--- src/rtl/x_multdiv_unit_pkg.sv ---
// -----------------------------------------------------------------------------
// x_multdiv_unit_pkg
// Shared pipeline definitions for the execute-stage multiply/divide unit:
//   - XLEN              : operand/result width
//   - ST_*              : FSM state encoding
//   - MODE_*            : iteration-step mode select
//   - MULTDIV_EXC_CODE  : cause code the W stage writes to the status
//                         register when out_exception accompanies a result
// -----------------------------------------------------------------------------
package x_multdiv_unit_pkg;

    localparam int XLEN = 32;

    localparam logic [1:0] ST_IDLE = 2'd0;
    localparam logic [1:0] ST_MULT = 2'd1;
    localparam logic [1:0] ST_DIV  = 2'd2;
    localparam logic [1:0] ST_DONE = 2'd3;

    localparam logic MODE_MULT = 1'b0;
    localparam logic MODE_DIV  = 1'b1;

    localparam logic [3:0] MULTDIV_EXC_CODE = 4'd12;

endpackage

--- src/rtl/x_multdiv_unit_md_iter_step.sv ---
// -----------------------------------------------------------------------------
// x_multdiv_unit_md_iter_step
// One combinational iteration of the multiply/divide datapath.
// Ports:
//   mode_i  : MODE_MULT = radix-2 Booth step, MODE_DIV = restoring step
//   acc_i   : 2W+1 bit working register
//             mult: {product_hi[W-1:0], product_lo[W-1:0], booth_bit}
//             div : {remainder[W:0], quotient/dividend[W-1:0]}
//   opnd_i  : multiplicand (signed) or divisor magnitude (unsigned)
//   acc_o   : working register after this iteration
// -----------------------------------------------------------------------------
module x_multdiv_unit_md_iter_step
    import x_multdiv_unit_pkg::*;
#(
    parameter int W = XLEN
) (
    input  logic           mode_i,
    input  logic [2*W:0]   acc_i,
    input  logic [W-1:0]   opnd_i,
    output logic [2*W:0]   acc_o
);

    logic [W:0]   hi_ext_s;
    logic [W:0]   op_ext_s;
    logic [W:0]   booth_sum_s;
    logic [2*W:0] shl_s;
    logic [W:0]   trial_s;

    // Booth add/sub and restoring trial subtract, then select by mode
    always_comb begin
        // One guard bit on the Booth adder keeps the most-negative
        // multiplicand exact; the shift drops the guard again.
        hi_ext_s    = {acc_i[2*W], acc_i[2*W:W+1]};
        op_ext_s    = {opnd_i[W-1], opnd_i};
        booth_sum_s = hi_ext_s;
        case (acc_i[1:0])
            2'b01:   booth_sum_s = hi_ext_s + op_ext_s;
            2'b10:   booth_sum_s = hi_ext_s - op_ext_s;
            default: booth_sum_s = hi_ext_s;
        endcase

        // Remainder stays below the divisor, so the shifted remainder fits
        // W+1 bits and bit W of the trial flags a borrow.
        shl_s   = {acc_i[2*W-1:0], 1'b0};
        trial_s = shl_s[2*W:W] - {1'b0, opnd_i};

        if (mode_i == MODE_MULT) begin
            acc_o = {booth_sum_s, acc_i[W:1]};
        end else if (trial_s[W] == 1'b0) begin
            acc_o = {trial_s, shl_s[W-1:1], 1'b1};
        end else begin
            acc_o = shl_s;
        end
    end

endmodule

--- src/rtl/x_multdiv_unit.sv ---
// -----------------------------------------------------------------------------
// x_multdiv_unit
// Iterative signed multiply / divide for the X stage. One bit per cycle,
// 32 iterations, result bundle presented for one cycle in DONE.
// Ports:
//   clock, reset            : rising-edge clock, synchronous active-high reset
//   in_start_mult/_div      : single-cycle start pulses (mult wins if both)
//   in_operandA/B           : multiplicand/dividend, multiplier/divisor
//   in_rd                   : destination register of the issuing instruction
//   in_flush                : synchronous abort, no result is produced
//   out_stall               : combinational hold for PC, F/D and D/X
//   out_result_ready        : one-cycle result-valid pulse
//   out_result/_exception/_rd : registered bundle, valid with ready
// -----------------------------------------------------------------------------
module x_multdiv_unit
    import x_multdiv_unit_pkg::*;
#(
    parameter int DATA_WIDTH = XLEN,
    parameter int CNT_WIDTH  = 6
) (
    input  logic                  clock,
    input  logic                  reset,
    input  logic                  in_start_mult,
    input  logic                  in_start_div,
    input  logic [DATA_WIDTH-1:0] in_operandA,
    input  logic [DATA_WIDTH-1:0] in_operandB,
    input  logic [4:0]            in_rd,
    input  logic                  in_flush,
    output logic                  out_stall,
    output logic                  out_result_ready,
    output logic [DATA_WIDTH-1:0] out_result,
    output logic                  out_exception,
    output logic [4:0]            out_rd
);

    localparam int AW = 2 * DATA_WIDTH + 1;

    logic [1:0]            state_q,  state_d;
    logic [CNT_WIDTH-1:0]  cnt_q,    cnt_d;
    logic [AW-1:0]         acc_q,    acc_d;
    logic [DATA_WIDTH-1:0] opnd_q,   opnd_d;
    logic                  neg_q,    neg_d;
    logic [4:0]            rd_cap_q, rd_cap_d;
    logic                  ready_q,  ready_d;
    logic [DATA_WIDTH-1:0] result_q, result_d;
    logic                  exc_q,    exc_d;
    logic [4:0]            rd_out_q, rd_out_d;

    logic                  step_mode_s;
    logic [AW-1:0]         step_acc_s;
    logic [DATA_WIDTH-1:0] abs_a_s;
    logic [DATA_WIDTH-1:0] abs_b_s;
    logic [DATA_WIDTH-1:0] quot_mag_s;
    logic [DATA_WIDTH-1:0] quot_s;
    logic                  mul_ovf_s;
    logic                  last_s;

    assign step_mode_s = (state_q == ST_DIV) ? MODE_DIV : MODE_MULT;

    x_multdiv_unit_md_iter_step #(
        .W (DATA_WIDTH)
    ) u_step (
        .mode_i (step_mode_s),
        .acc_i  (acc_q),
        .opnd_i (opnd_q),
        .acc_o  (step_acc_s)
    );

    // Magnitudes wrap for the most negative value; 0x80000000 is then read
    // as the unsigned magnitude 2^31, which the divider handles directly.
    assign abs_a_s = in_operandA[DATA_WIDTH-1] ? (~in_operandA + DATA_WIDTH'(1)) : in_operandA;
    assign abs_b_s = in_operandB[DATA_WIDTH-1] ? (~in_operandB + DATA_WIDTH'(1)) : in_operandB;

    assign quot_mag_s = step_acc_s[DATA_WIDTH-1:0];
    assign quot_s     = neg_q ? (~quot_mag_s + DATA_WIDTH'(1)) : quot_mag_s;
    assign mul_ovf_s  = (step_acc_s[AW-1:DATA_WIDTH+1] != {DATA_WIDTH{step_acc_s[DATA_WIDTH]}});
    assign last_s     = (cnt_q == CNT_WIDTH'(DATA_WIDTH - 1));

    // Stall holds upstream while a start is accepted or iterating; flush or
    // reset drops it immediately so the front end can redirect.
    assign out_stall = ~reset & ~in_flush &
                       (((state_q == ST_IDLE) & (in_start_mult | in_start_div)) |
                        (state_q == ST_MULT) | (state_q == ST_DIV));

    // Next-state logic for FSM, counter, datapath and result bundle
    always_comb begin
        state_d  = state_q;
        cnt_d    = cnt_q;
        acc_d    = acc_q;
        opnd_d   = opnd_q;
        neg_d    = neg_q;
        rd_cap_d = rd_cap_q;
        ready_d  = 1'b0;
        result_d = result_q;
        exc_d    = exc_q;
        rd_out_d = rd_out_q;

        if (in_flush) begin
            state_d = ST_IDLE;
            cnt_d   = '0;
        end else begin
            case (state_q)
                ST_IDLE: begin
                    if (in_start_mult) begin
                        state_d  = ST_MULT;
                        cnt_d    = '0;
                        acc_d    = {{DATA_WIDTH{1'b0}}, in_operandB, 1'b0};
                        opnd_d   = in_operandA;
                        rd_cap_d = in_rd;
                    end else if (in_start_div) begin
                        if (in_operandB == '0) begin
                            // Divide-by-zero is known up front: skip iterating
                            state_d  = ST_DONE;
                            ready_d  = 1'b1;
                            result_d = '0;
                            exc_d    = 1'b1;
                            rd_out_d = in_rd;
                        end else begin
                            state_d  = ST_DIV;
                            cnt_d    = '0;
                            acc_d    = {{(DATA_WIDTH + 1){1'b0}}, abs_a_s};
                            opnd_d   = abs_b_s;
                            neg_d    = in_operandA[DATA_WIDTH-1] ^ in_operandB[DATA_WIDTH-1];
                            rd_cap_d = in_rd;
                        end
                    end else begin
                        state_d = ST_IDLE;
                    end
                end
                ST_MULT: begin
                    acc_d = step_acc_s;
                    if (last_s) begin
                        state_d  = ST_DONE;
                        ready_d  = 1'b1;
                        result_d = step_acc_s[DATA_WIDTH:1];
                        exc_d    = mul_ovf_s;
                        rd_out_d = rd_cap_q;
                    end else begin
                        cnt_d = cnt_q + CNT_WIDTH'(1);
                    end
                end
                ST_DIV: begin
                    acc_d = step_acc_s;
                    if (last_s) begin
                        state_d  = ST_DONE;
                        ready_d  = 1'b1;
                        result_d = quot_s;
                        // A positive quotient with the top bit set can only
                        // come from 0x80000000 / -1.
                        exc_d    = ~neg_q & quot_mag_s[DATA_WIDTH-1];
                        rd_out_d = rd_cap_q;
                    end else begin
                        cnt_d = cnt_q + CNT_WIDTH'(1);
                    end
                end
                ST_DONE: begin
                    state_d = ST_IDLE;
                end
                default: begin
                    state_d = ST_IDLE;
                end
            endcase
        end
    end

    // State and output registers with synchronous reset
    always_ff @(posedge clock) begin
        if (reset) begin
            state_q  <= ST_IDLE;
            cnt_q    <= '0;
            acc_q    <= '0;
            opnd_q   <= '0;
            neg_q    <= 1'b0;
            rd_cap_q <= 5'd0;
            ready_q  <= 1'b0;
            result_q <= '0;
            exc_q    <= 1'b0;
            rd_out_q <= 5'd0;
        end else begin
            state_q  <= state_d;
            cnt_q    <= cnt_d;
            acc_q    <= acc_d;
            opnd_q   <= opnd_d;
            neg_q    <= neg_d;
            rd_cap_q <= rd_cap_d;
            ready_q  <= ready_d;
            result_q <= result_d;
            exc_q    <= exc_d;
            rd_out_q <= rd_out_d;
        end
    end

    assign out_result_ready = ready_q;
    assign out_result       = result_q;
    assign out_exception    = exc_q;
    assign out_rd           = rd_out_q;

endmodule

--- config.mk ---
export PLATFORM = sky130hd
export DESIGN_NAME = x_multdiv_unit
export DESIGN_NICKNAME = d
export VERILOG_FILES = /design/src/rtl/x_multdiv_unit_pkg.sv /design/src/rtl/x_multdiv_unit_md_iter_step.sv /design/src/rtl/x_multdiv_unit.sv
export SDC_FILE = /design/constraint.sdc
export NUM_CORES = 1
export LEC_CHECK = 0
export CELL_PAD_IN_SITES_DETAIL_PLACEMENT = 0
export CELL_PAD_IN_SITES_GLOBAL_PLACEMENT = 2
export CORE_ASPECT_RATIO = 1.4
export CORE_MARGIN = 2
export CORE_UTILIZATION = 31
export DETAILED_ROUTE_END_ITERATION = 16
export GPL_ROUTABILITY_DRIVEN = 0
export PLACE_DENSITY_LB_ADDON = 0.25
export SYNTH_ARGS = -nofsm -noshare
export SYNTH_HDL_FRONTEND = slang
export SYNTH_SLANG_ARGS = --single-unit
--- constraint.sdc ---
create_clock -name clock -period 6.3 [get_ports clock]
set_input_delay 0.945 -clock clock [delete_from_list [all_inputs] [get_ports clock]]
set_output_delay 0.945 -clock clock [all_outputs]
set_load 0.02 [all_outputs]
==> run summary <==
CLOCKING
--------------------------------------------------------------------------------
TritonCTS clock tree                                                       built
Number of buffers created by CTS                                              17
CTS clk-pin slew, worst paths                                              80 ps
CTS H-Tree Depth                                                               4
Bufs on Longest Clock Path                                                     2
Cts-stage hold buffer count                                                    0
Number of clock sinks                                                        150
Clock insertion delay at the later pin of the skew report                 470 ps
CTS root buf                                                           clkbuf_16

SYNTH
--------------------------------------------------------------------------------
Most used flip-flop cell after synthesis                                 dfxtp_1
Portion of the post-synthesis area used by sequential elements             20.6%
Synthesis-stage register bit count                                           150
Unique cell type count in the Yosys netlist                                   85
Synthesized cell area                                                  14600 µm²
Mapped Cells                                                                2090
Number of warnings issued by yosys                                             0
Mean area per synthesized cell                                          6.98 µm²
Count of flip-flops with a built-in enable after synthesis                     0
Nets in the synthesized netlist                                             2242
Post-synth ARST share                                                         0%

FINISH
--------------------------------------------------------------------------------
Layout overhead on the synthesized area                                    21.2%
Util after Layout                                                          37.8%
Most common cell after layout, fill and taps aside                       nand2_1
Share of cells above drive strength 1                                      11.3%
Number of standard cells in the final layout excluding fillers              2866
Commonest cells after routing, fill and taps aside                  nand2_1 (290), a21oi_1 (231), nor2_1 (204)
Number of antenna repair diodes                                                0
Nets                                                                        2381
Design area                                                            17700 µm²

STA
--------------------------------------------------------------------------------
Skew final                                                               17.4 ps
Number of failing setup endpoints in the final timing report                   0
Worst-case hold slack                                                     454 ps
Final worst-path cycle share                                               94.5%
Unrepaired setup endpoints after global routing                            false
Maximum frequency from static timing analysis                            168 MHz
Total Neg Setup Slack                                                       0 ps
Worst slew margin                                                          28.8%
Shortest clock period the worst path allows after layout                 5950 ps
Number of pins exceeding their max-slew limit in the final report              0
Final worst setup slack                                                   346 ps
Slew of the pin with the lowest slew margin                              1070 ps
Hold Vio Cnt, Final                                                            0

WORST SETUP PATH
--------------------------------------------------------------------------------
Endpoint type of the worst setup path                                  flip-flop
CP max FO                                                                      4
Worst EP arrival                                                         6320 ps
Required time of the critical path                                       6660 ps
Setup Crit Path Kind                                                  reg -> reg
Setup crit start kind                                                  flip-flop

HOLD PATH
--------------------------------------------------------------------------------
Type of the most critical hold path                                   reg -> reg

RUN STATUS
--------------------------------------------------------------------------------
Run status                                                          finished clean

PLACED DESIGN
--------------------------------------------------------------------------------
Placed cell area                                                       17000 µm²
HPWL reported at the end of detailed placement                           49.5 mm
Post-Place Worst Slack                                                   13.0 ps
Count of buffers inserted at the top-level ports                             113
Number of cells in the design after placement                               2831

DIE
--------------------------------------------------------------------------------
Die width                                                                 187 µm
Row cnt                                                                       94
Full die area                                                          48800 µm²
Initial Utilization                                                        31.2%
Boundary pin count                                                           114
Std-Cell Core Area                                                     46700 µm²
Chip height                                                               261 µm

POWER
--------------------------------------------------------------------------------
Combinational share of power                                               46.9%
Share of total power in the clock network                                  27.3%
Worst vdd rail ir drop                                                  0.208 mV
Internal power component                                                 2.31 mW
Static leakage power                                                     6.61 nW
Power Density                                                         231 nW/µm²
Net switching power of the design                                        1.77 mW
PnR Total Power                                                          4.08 mW
Sequential power share                                                     25.8%
Switching Share                                                            43.4%

ROUTE
--------------------------------------------------------------------------------
Number of iterations in the first detailed-routing pass                        6
DRC violation count after routing                                              0
Number of vias per cell after detailed routing                              5.60
Total routed wirelength                                                  63.7 mm
Violation count after the first detailed-route iteration                    1003
Routed Antenna Nets                                                            0
Vias                                                                       16100
Routed WL per cell                                                       22.2 µm

FLOW RUN
--------------------------------------------------------------------------------
Number of max-cap violations                                                   0

GRT
--------------------------------------------------------------------------------
Initial antenna violation count                                                0
Global-route wire length before repair                                   96.5 mm
Global-route usage over all layers                                         25.9%
Largest net degree at the start of global routing                            112
Vias in the first global route                                             15900
Remaining global-route overflow                                                0

==> cells by family (layout without fill, tap and decap cells) <==
kind of cell             after synthesis  in the layout  synth area share, %
multiplexers                          55             55                 4.03
XOR/XNOR                             163            163                 9.79
flip-flops                           150            150                 20.6
AND/OR/NAND/NOR                      792            792                 25.6
AO/OA/AOI/OAI                        653            653                 27.7
buffers and inverters                199            351                 5.49
adder cells (fa/ha/maj)               78             78                 6.79
==> cells in the mapped netlist, types with 29 or more instances <==
library cell | number | share of area [%]
a211oi_1 | 51 | 2.6
clkbuf_1 | 93 | 2.4
nor2_1 | 204 | 5.3
nor3_1 | 46 | 1.6
nand3_1 | 71 | 2.4
ha_1 | 76 | 6.5
o21ai_0 | 152 | 5.2
nand2_1 | 290 | 7.5
dfxtp_1 | 150 | 21
xnor2_1 | 73 | 4.4
inv_1 | 67 | 1.7
a21oi_1 | 234 | 8.0
mux2_2 | 29 | 2.2
xor2_1 | 90 | 5.4
==> power by group through the flow <==
stage                     Combinational (mW)  Sequential (mW)  Clock [mW]
after floorplan                         1.17             1.06           0
after global placement                  1.88             1.07           0
after detailed placement                1.87             1.07           0
after CTS                               1.89             1.05        1.14
after global routing                    2.08             1.06        1.17
final                                   1.91             1.05        1.11
==> path summary, 6_finish.rpt <==
path	startpoint	to	slack (ps)	cells past startpoint
max	opnd_q[0]$_SDFFE_PP0P_	out_exception$_SDFFE_PP0P_	350	27
min	out_result[7]$_SDFFE_PP0P_	out_result[7]$_SDFFE_PP0P_	450	2
max reg2reg	opnd_q[0]$_SDFFE_PP0P_	out_exception$_SDFFE_PP0P_	350	27
min reg2reg	out_result[7]$_SDFFE_PP0P_	out_result[7]$_SDFFE_PP0P_	450	2
==> metal layers <==
metal | routed length, µm | vias up | global-route usage (%) | part of all wire, %
met4 | 3190 | 0 | 13.2 | 5.0
li1 | - | 7791 | - | -
met3 | 1830 | 131 | 2.39 | 2.9
met2 | 33600 | 397 | 49.4 | 53
met1 | 25000 | 7734 | 28.3 | 39
met5 | 0 | - | 0 | 0
==> registers in the layout, summed over array words and instances, names as in the netlist, 2 cells and up <==
signal and flops:
out_rd 5, rd_cap_q 5, out_result 32, state_q 2
acc_q 65, opnd_q 32, cnt_q 6
==> repair_timing <==
action,4_1_cts,5_1_grt
resized for setup,1,9
setup endpoints to repair,1,8
setup buffers,0,3
pin swaps,0,2
==> worst max-delay path, stage by stage, from the launching register on <==
cell      delay [ps]
dfxtp_1          320
buf_4            130
inv_1            100
ha_1             190
or3b_2           500
nor4_1           250
buf_4            200
nand2_1           70
nor2_1           110
buf_4            140
buf_4            120
a21oi_1           80
xnor2_1          260
ha_1             340
buf_4            170
nand2_1          100
buf_4            120
o21ai_0          100
buf_4            170
nor2b_1          100
nand4_1          240
a41oi_1          380
xnor2_1          170
mux2i_1          130
a221oi_1         560
nand4_1          190
a2111o_1         390
o21a_1           180
==> cell type report <==
| cell class | count | area (µm²) |
|---|---|---|
| repair buffers | 251 | 2170 |
| multi-input cells | 1741 | 10900 |
| well taps | 624 | 781 |
| inverters | 68 | 255 |
| fillers | 5078 | 29000 |
| clock buffers | 19 | 443 |
| flip-flops and latches | 150 | 3000 |
| clock inverters | 13 | 158 |
No activity file was read; power rests on OpenSTA's default activity.
==> RTL edit 1, RTL diff (same flow settings) <==
`CNT_WIDTH`: 6 -> 3.
--- a/src/rtl/x_multdiv_unit.sv
+++ b/src/rtl/x_multdiv_unit.sv
@@ -16,7 +16,7 @@
     import x_multdiv_unit_pkg::*;
 #(
     parameter int DATA_WIDTH = XLEN,
-    parameter int CNT_WIDTH  = 6
+    parameter int CNT_WIDTH  = 3
 ) (
     input  logic                  clock,
     input  logic                  reset,
Function: not settled (the Yosys comparison gave no result); the edit may change what the design does.
==> RTL edit 1 against the unedited design <==
  * Wire length down 5.1%
  * Synthesized area up 0.80%
  * Clock power is 4% lower
  * Largest cell class unchanged
  * Highest routed layer unchanged
  * Largest power group unchanged
  * Count of clock-buffer cells in the layout shrank 2
  * Combinational power fell by 7%
  * Maximum frequency up 3.8%
  * First-iteration DRC count fell by 10%
  * Setup slack improved by 0.22 ns
  * Cell area is 3.7% lower
  * Sequential cell count shrank 3
  * Total power fell by 4.4%
  * Utilization fell by 1.6 points
  * Hold slack about the same
==> RTL edit 1: results (changes against the unedited design) <==
Cell variety after synth 87 (+2.4%); leading cell types by total area after synthesis dfxtp_1 (20%), a21oi_1 (8.3%), nand2_1 (7.2%), ha_1 (6.6%), nor2_1 (6.0%); terminus of the critical flop-to-flop path out_result[24]$_SDFFE_PP0P_; clk_skew 0.0181 ns (+0.000675 ns); nets in the synthesized netlist 2270 (+1.2%); Cells on Worst Hold Path 2 (unchanged); total via count after detailed routing 15616 (-2.7%); worst slack at placement 0.426 ns (+0.413 ns); Static Leakage 0.00628 uW (-5.0%); top cell family by delay on the critical path compound AO/OA/AOI/OAI gates; number of flip-flops in the largest register 65 (unchanged); worst-path cell with the longest stage delay or4_1; IR drop worst, VDD 0.000149 V (-29%); mean routed wirelength per cell 21.7 um (-2.5%); Hold EP out_result[13]$_SDFFE_PP0P_; Worst Hold Margin 0.454 ns (+0.0000990 ns); number of detailed-routing iterations run before antenna repair 7 (+1); Worst Tran Pin Value 0.939 ns (-0.128 ns); final HPWL from detailed placement 46500 um (-6.2%); Inserted Clock Buffers 17 (unchanged); highest net fanout along the worst path 5 (+1); startpoint of the worst-slack reg-to-reg timing path opnd_q[0]$_SDFFE_PP0P_; clock latency at the later pin of the worst-skew pair 0.45 ns (-0.02 ns); run status finished, final reports clean; global-route wire length before repair 92300 um (-4.4%); Post-CTS Setup Repair Bufs 0 (unchanged); reg2reg setup slack 0.56 ns (+0.22 ns); Post-synth top cells nand2_1 (283), a21oi_1 (245), nor2_1 (236), o21ai_0 (149), dfxtp_1 (147); total routing resource utilization after global routing 24.3% (-1.5 points); startpoint of the most critical hold path out_result[13]$_SDFFE_PP0P_; Gates resized, CTS repair 0 (-1); classification of the worst-slack hold path reg2reg; number of cell instances on the worst register-to-register path 26 (-3.7%); root buffer cell clkbuf_16; H-tree depth 4 (unchanged); peak per-stage delay on the critical path 0.59 ns (+0.03 ns); clock-pin slew on the worst setup and hold paths 0.08 ns (about the same); starting DRC count in detailed routing 901 (-10%); synthesized area per cell 6.94 sq um (-0.49%); net switching power 1730 uW (-2.5%); largest net degree at the start of global routing 77 (-31%); Non-Filler Instances 2791 (-2.6%); # port buffers 113 (unchanged); fraction of layout cells with a size suffix above 1 6.92% (-4.4 points); number of global-route vias before repair 15364 (-3.6%); signal arrival time at the worst endpoint 6.04 ns (-0.28 ns); part of the Yosys area used for sequential elements 20.0% (-0.57 points)
RTL edit 1: per-layer routing:
metal  track usage (%)  vias to the layer above  wire length (um)
li1                  -                     7682                 -
met4              9.60                        0              2220
met3              2.46                       79              2320
met1              28.6                     7438             24900
met5                 0                        -                 0
met2              45.3                      417             31000
RTL edit 1: power groups by stage:
stage | Clock (uW) | Sequential, uW | Combinational (uW)
4_1_cts | 1100 | 1040 | 1770
2_1_floorplan | 0 | 1040 | 1210
3_3_place_gp | 0 | 1060 | 1770
3_5_place_dp | 0 | 1060 | 1770
5_1_grt | 1140 | 1050 | 1960
6_report | 1070 | 1040 | 1780
RTL edit 1: metrics by stage:
step / instance area [sq um] / util (%)
after floorplan: 14700 / -
after detailed placement: 16400 / 34.9
after global routing: 17000 / 36.3
after global placement: 16400 / 34.9
after CTS: 17000 / 36.2
final: 17000 / 36.3
RTL edit 1: logic make-up after synthesis:
group | Yosys count | share of synthesized area (%)
xor gates and xnor gates | 156 | 9.29
and+or+nand+nor | 779 | 24.4
buffers and inverters | 204 | 5.80
DFF | 147 | 20.0
muxes | 59 | 4.26
adders and majority gates | 79 | 6.83
AOI/OAI and AO/OA | 693 | 29.4
RTL edit 1: worst max-delay path by stage:
stage,cells past startpoint,start,slack [ns],endpoint
after global placement,26,opnd_q[0]$_SDFFE_PP0P_,0.51,out_result[24]$_SDFFE_PP0P_
after floorplan,26,opnd_q[0]$_SDFFE_PP0P_,1.05,out_result[24]$_SDFFE_PP0P_
after CTS,26,opnd_q[0]$_SDFFE_PP0P_,0.41,out_result[24]$_SDFFE_PP0P_
after global routing,27,opnd_q[0]$_SDFFE_PP0P_,0.02,out_result[22]$_SDFFE_PP0P_
after detailed placement,26,opnd_q[0]$_SDFFE_PP0P_,0.43,out_result[24]$_SDFFE_PP0P_
final,26,opnd_q[0]$_SDFFE_PP0P_,0.56,out_result[24]$_SDFFE_PP0P_
RTL edit 1: worst reg2reg max path, delay by kind of cell (launching register included):
kind / cells / cell delay, ns
buf+inv: 2 / 0.13
simple gates: 8 / 1.48
fa+ha+maj: 4 / 1.16
compound gates: 11 / 2.31
xor+xnor: 1 / 0.11
flops: 1 / 0.40
RTL edit 1: cell type report:
class	count	area, sq um
Fill cell	5049	29900
Clock buffer	17	425
Clock inverter	15	181
Tap cell	624	781
Timing Repair Buffer	160	1490
Inverter	62	233
Multi-Input combinational cell	1766	11000
Sequential cell	147	2940
==> RTL edit 2, RTL diff (config.mk and constraints unchanged) <==
Without the edit above. `result_q` no longer has a reset.
--- a/src/rtl/x_multdiv_unit.sv
+++ b/src/rtl/x_multdiv_unit.sv
@@ -173,7 +173,6 @@
             neg_q    <= 1'b0;
             rd_cap_q <= 5'd0;
             ready_q  <= 1'b0;
-            result_q <= '0;
             exc_q    <= 1'b0;
             rd_out_q <= 5'd0;
         end else begin
@@ -184,12 +183,15 @@
             neg_q    <= neg_d;
             rd_cap_q <= rd_cap_d;
             ready_q  <= ready_d;
-            result_q <= result_d;
             exc_q    <= exc_d;
             rd_out_q <= rd_out_d;
         end
     end
 
+    always_ff @(posedge clock) begin
+        result_q <= result_d;
+    end
+
     assign out_result_ready = ready_q;
     assign out_result       = result_q;
     assign out_exception    = exc_q;
Check against the original RTL: no difference found for any inputs over 4 cycles, from zero or initial values and one cycle with reset high; that may be too few to reach the edited logic, so the function may still have changed.
==> RTL edit 2 against the unedited design <==
  * Synthesized area up 0.14%
  * Critical path depth up 2
  * Sequential cell count unchanged
  * Cell area down 2.0%
  * Setup slack better by 0.064 ns
  * Maximum frequency up 1.1%
  * Wire length down 8.5%
  * Total power down 1.3%
  * Critical path type unchanged
==> RTL edit 2: results (changes against the unedited design) <==
run status finished, final reports clean; met2 Resource Use GR 44.7% (-4.8 points); global-route wire length before repair 88800 um (-8.0%); Hold EP rd_cap_q[3]$_SDFFE_PP0P_; reg2reg setup slack 0.41 ns (+0.06 ns); IR drop worst, VDD 0.000166 V (-20%); clock network fraction of total power 26.3% (-1.0 points); signal arrival time at the worst endpoint 6.07 ns (-0.25 ns); classification of the worst-slack hold path reg2reg; wirelength, routed 58200 um (-8.5%); Non-Filler Instances 2751 (-4.0%); Cell variety after synth 81 (-4.7%); fill cell total of the finished layout 5129 (+1.0%); part of the Yosys area used for sequential elements 22.8% (+2.2 points); startpoint of the worst-slack reg-to-reg timing path acc_q[31]$_SDFFE_PP0P_; routed metal-1 wire length 24100 um (-3.8%); Static Leakage 0.00633 uW (-4.3%); total routing resource utilization after global routing 23.5% (-2.3 points); top cell family by delay on the critical path simple AND/OR/NAND/NOR gates; placed standard-cell area 16600 sq um (-2.1%); number of flip-flops in the largest register 65 (unchanged); power share of the combinational group 46.2% (-0.7 points); Warnings, synthesis 0 (unchanged); register containing the most flip-flops in the final layout acc_q; terminus of the critical flop-to-flop path out_result[29]$_DFFE_PP_; Met3 Wirelength 1520 um (-17%); number of global-route vias before repair 15077 (-5.4%); Total Nets Final 2266 (-4.8%); share of flip-flops with an asynchronous set or reset after synthesis 0% (unchanged); number of detailed-routing iterations run before antenna repair 5 (-1); number of enable flip-flop cells after synthesis 32 (+32); largest net degree at the start of global routing 101 (-9.8%); clk_skew 0.0160 ns (-0.00140 ns); number of cell instances on the worst register-to-register path 29 (+7.4%); leading cell types by total area after synthesis dfxtp_1 (16%), a21oi_1 (7.1%), nand2_1 (6.7%), edfxtp_1 (6.6%), ha_1 (6.5%); final HPWL from detailed placement 45200 um (-8.8%); met2 wire length 30200 um (-10%); Placed Cells 2716 (-4.1%); peak per-stage delay on the critical path 0.43 ns (-0.13 ns); startpoint of the most critical hold path rd_cap_q[3]$_SDFFE_PP0P_; Worst Hold Margin 0.454 ns (-0.000150 ns); nets in the synthesized netlist 2190 (-2.3%); post-DR vias/cell 5.50 (-1.8%); synthesized instance count 2038 (-2.5%); worst slack at placement -0.00464 ns (-0.0176 ns); post-route total power 4030 uW (-1.3%); Slew Limit Headroom 27.3% (-1.6 points); internal power 2300 uW (-0.17%); starting DRC count in detailed routing 864 (-14%); met3 GRT Util 2.06% (-0.34 points); highest net fanout along the worst path 5 (+1); Post-synth top cells nand2_1 (261), a21oi_1 (208), nor2_1 (204), o21ai_0 (155); worst-path cell with the longest stage delay or4_4; fraction of layout cells with a size suffix above 1 8.65% (-2.7 points); global-route met1 utilization 26.7% (-1.6 points)
[RTL edit 2: repair_timing]
item | in CTS | in global routing
setup endpoints to repair | 2 | 9
gates resized for setup | 1 | 16
pin swaps | 0 | 8
setup buffers | 0 | 3
[RTL edit 2: how the worst max path moves through the flow]
stage	start	to	depth (start not counted)	slack [ns]
3_5_place_dp	acc_q[31]$_SDFFE_PP0P_	out_result[29]$_DFFE_PP_	29	-0.005
4_1_cts	acc_q[31]$_SDFFE_PP0P_	out_result[29]$_DFFE_PP_	29	0.02
5_1_grt	acc_q[31]$_SDFFE_PP0P_	out_result[29]$_DFFE_PP_	29	0.02
3_3_place_gp	acc_q[31]$_SDFFE_PP0P_	out_result[29]$_DFFE_PP_	29	-0.004
2_1_floorplan	opnd_q[0]$_SDFFE_PP0P_	out_result[29]$_DFFE_PP_	27	0.36
6_report	acc_q[31]$_SDFFE_PP0P_	out_result[29]$_DFFE_PP_	29	0.41
[RTL edit 2: cell type report]
| cell class | instances | area [sq um] | share of cell area (%) |
|---|---|---|---|
| Multi-Input combinational cell | 1675 | 10600 | 61.1 |
| Sequential cell | 150 | 3320 | 19.2 |
| Timing Repair Buffer | 196 | 1760 | 10.2 |
| Tap cell | 624 | 781 | 4.51 |
| Clock buffer | 17 | 425 | 2.46 |
| Inverter | 74 | 278 | 1.60 |
| Clock inverter | 15 | 161 | 0.932 |
[RTL edit 2: cell families (layout without fill, tap and decap cells)]
group / count (synthesis) / in the layout / synth area share [%]
muxes: 56 / 56 / 4.07
xor gates and xnor gates: 169 / 169 / 10.1
DFF: 150 / 150 / 22.8
adders and majority gates: 78 / 78 / 6.79
AOI/OAI and AO/OA: 657 / 657 / 28.2
buffers and inverters: 213 / 302 / 5.53
and+or+nand+nor: 715 / 715 / 22.5
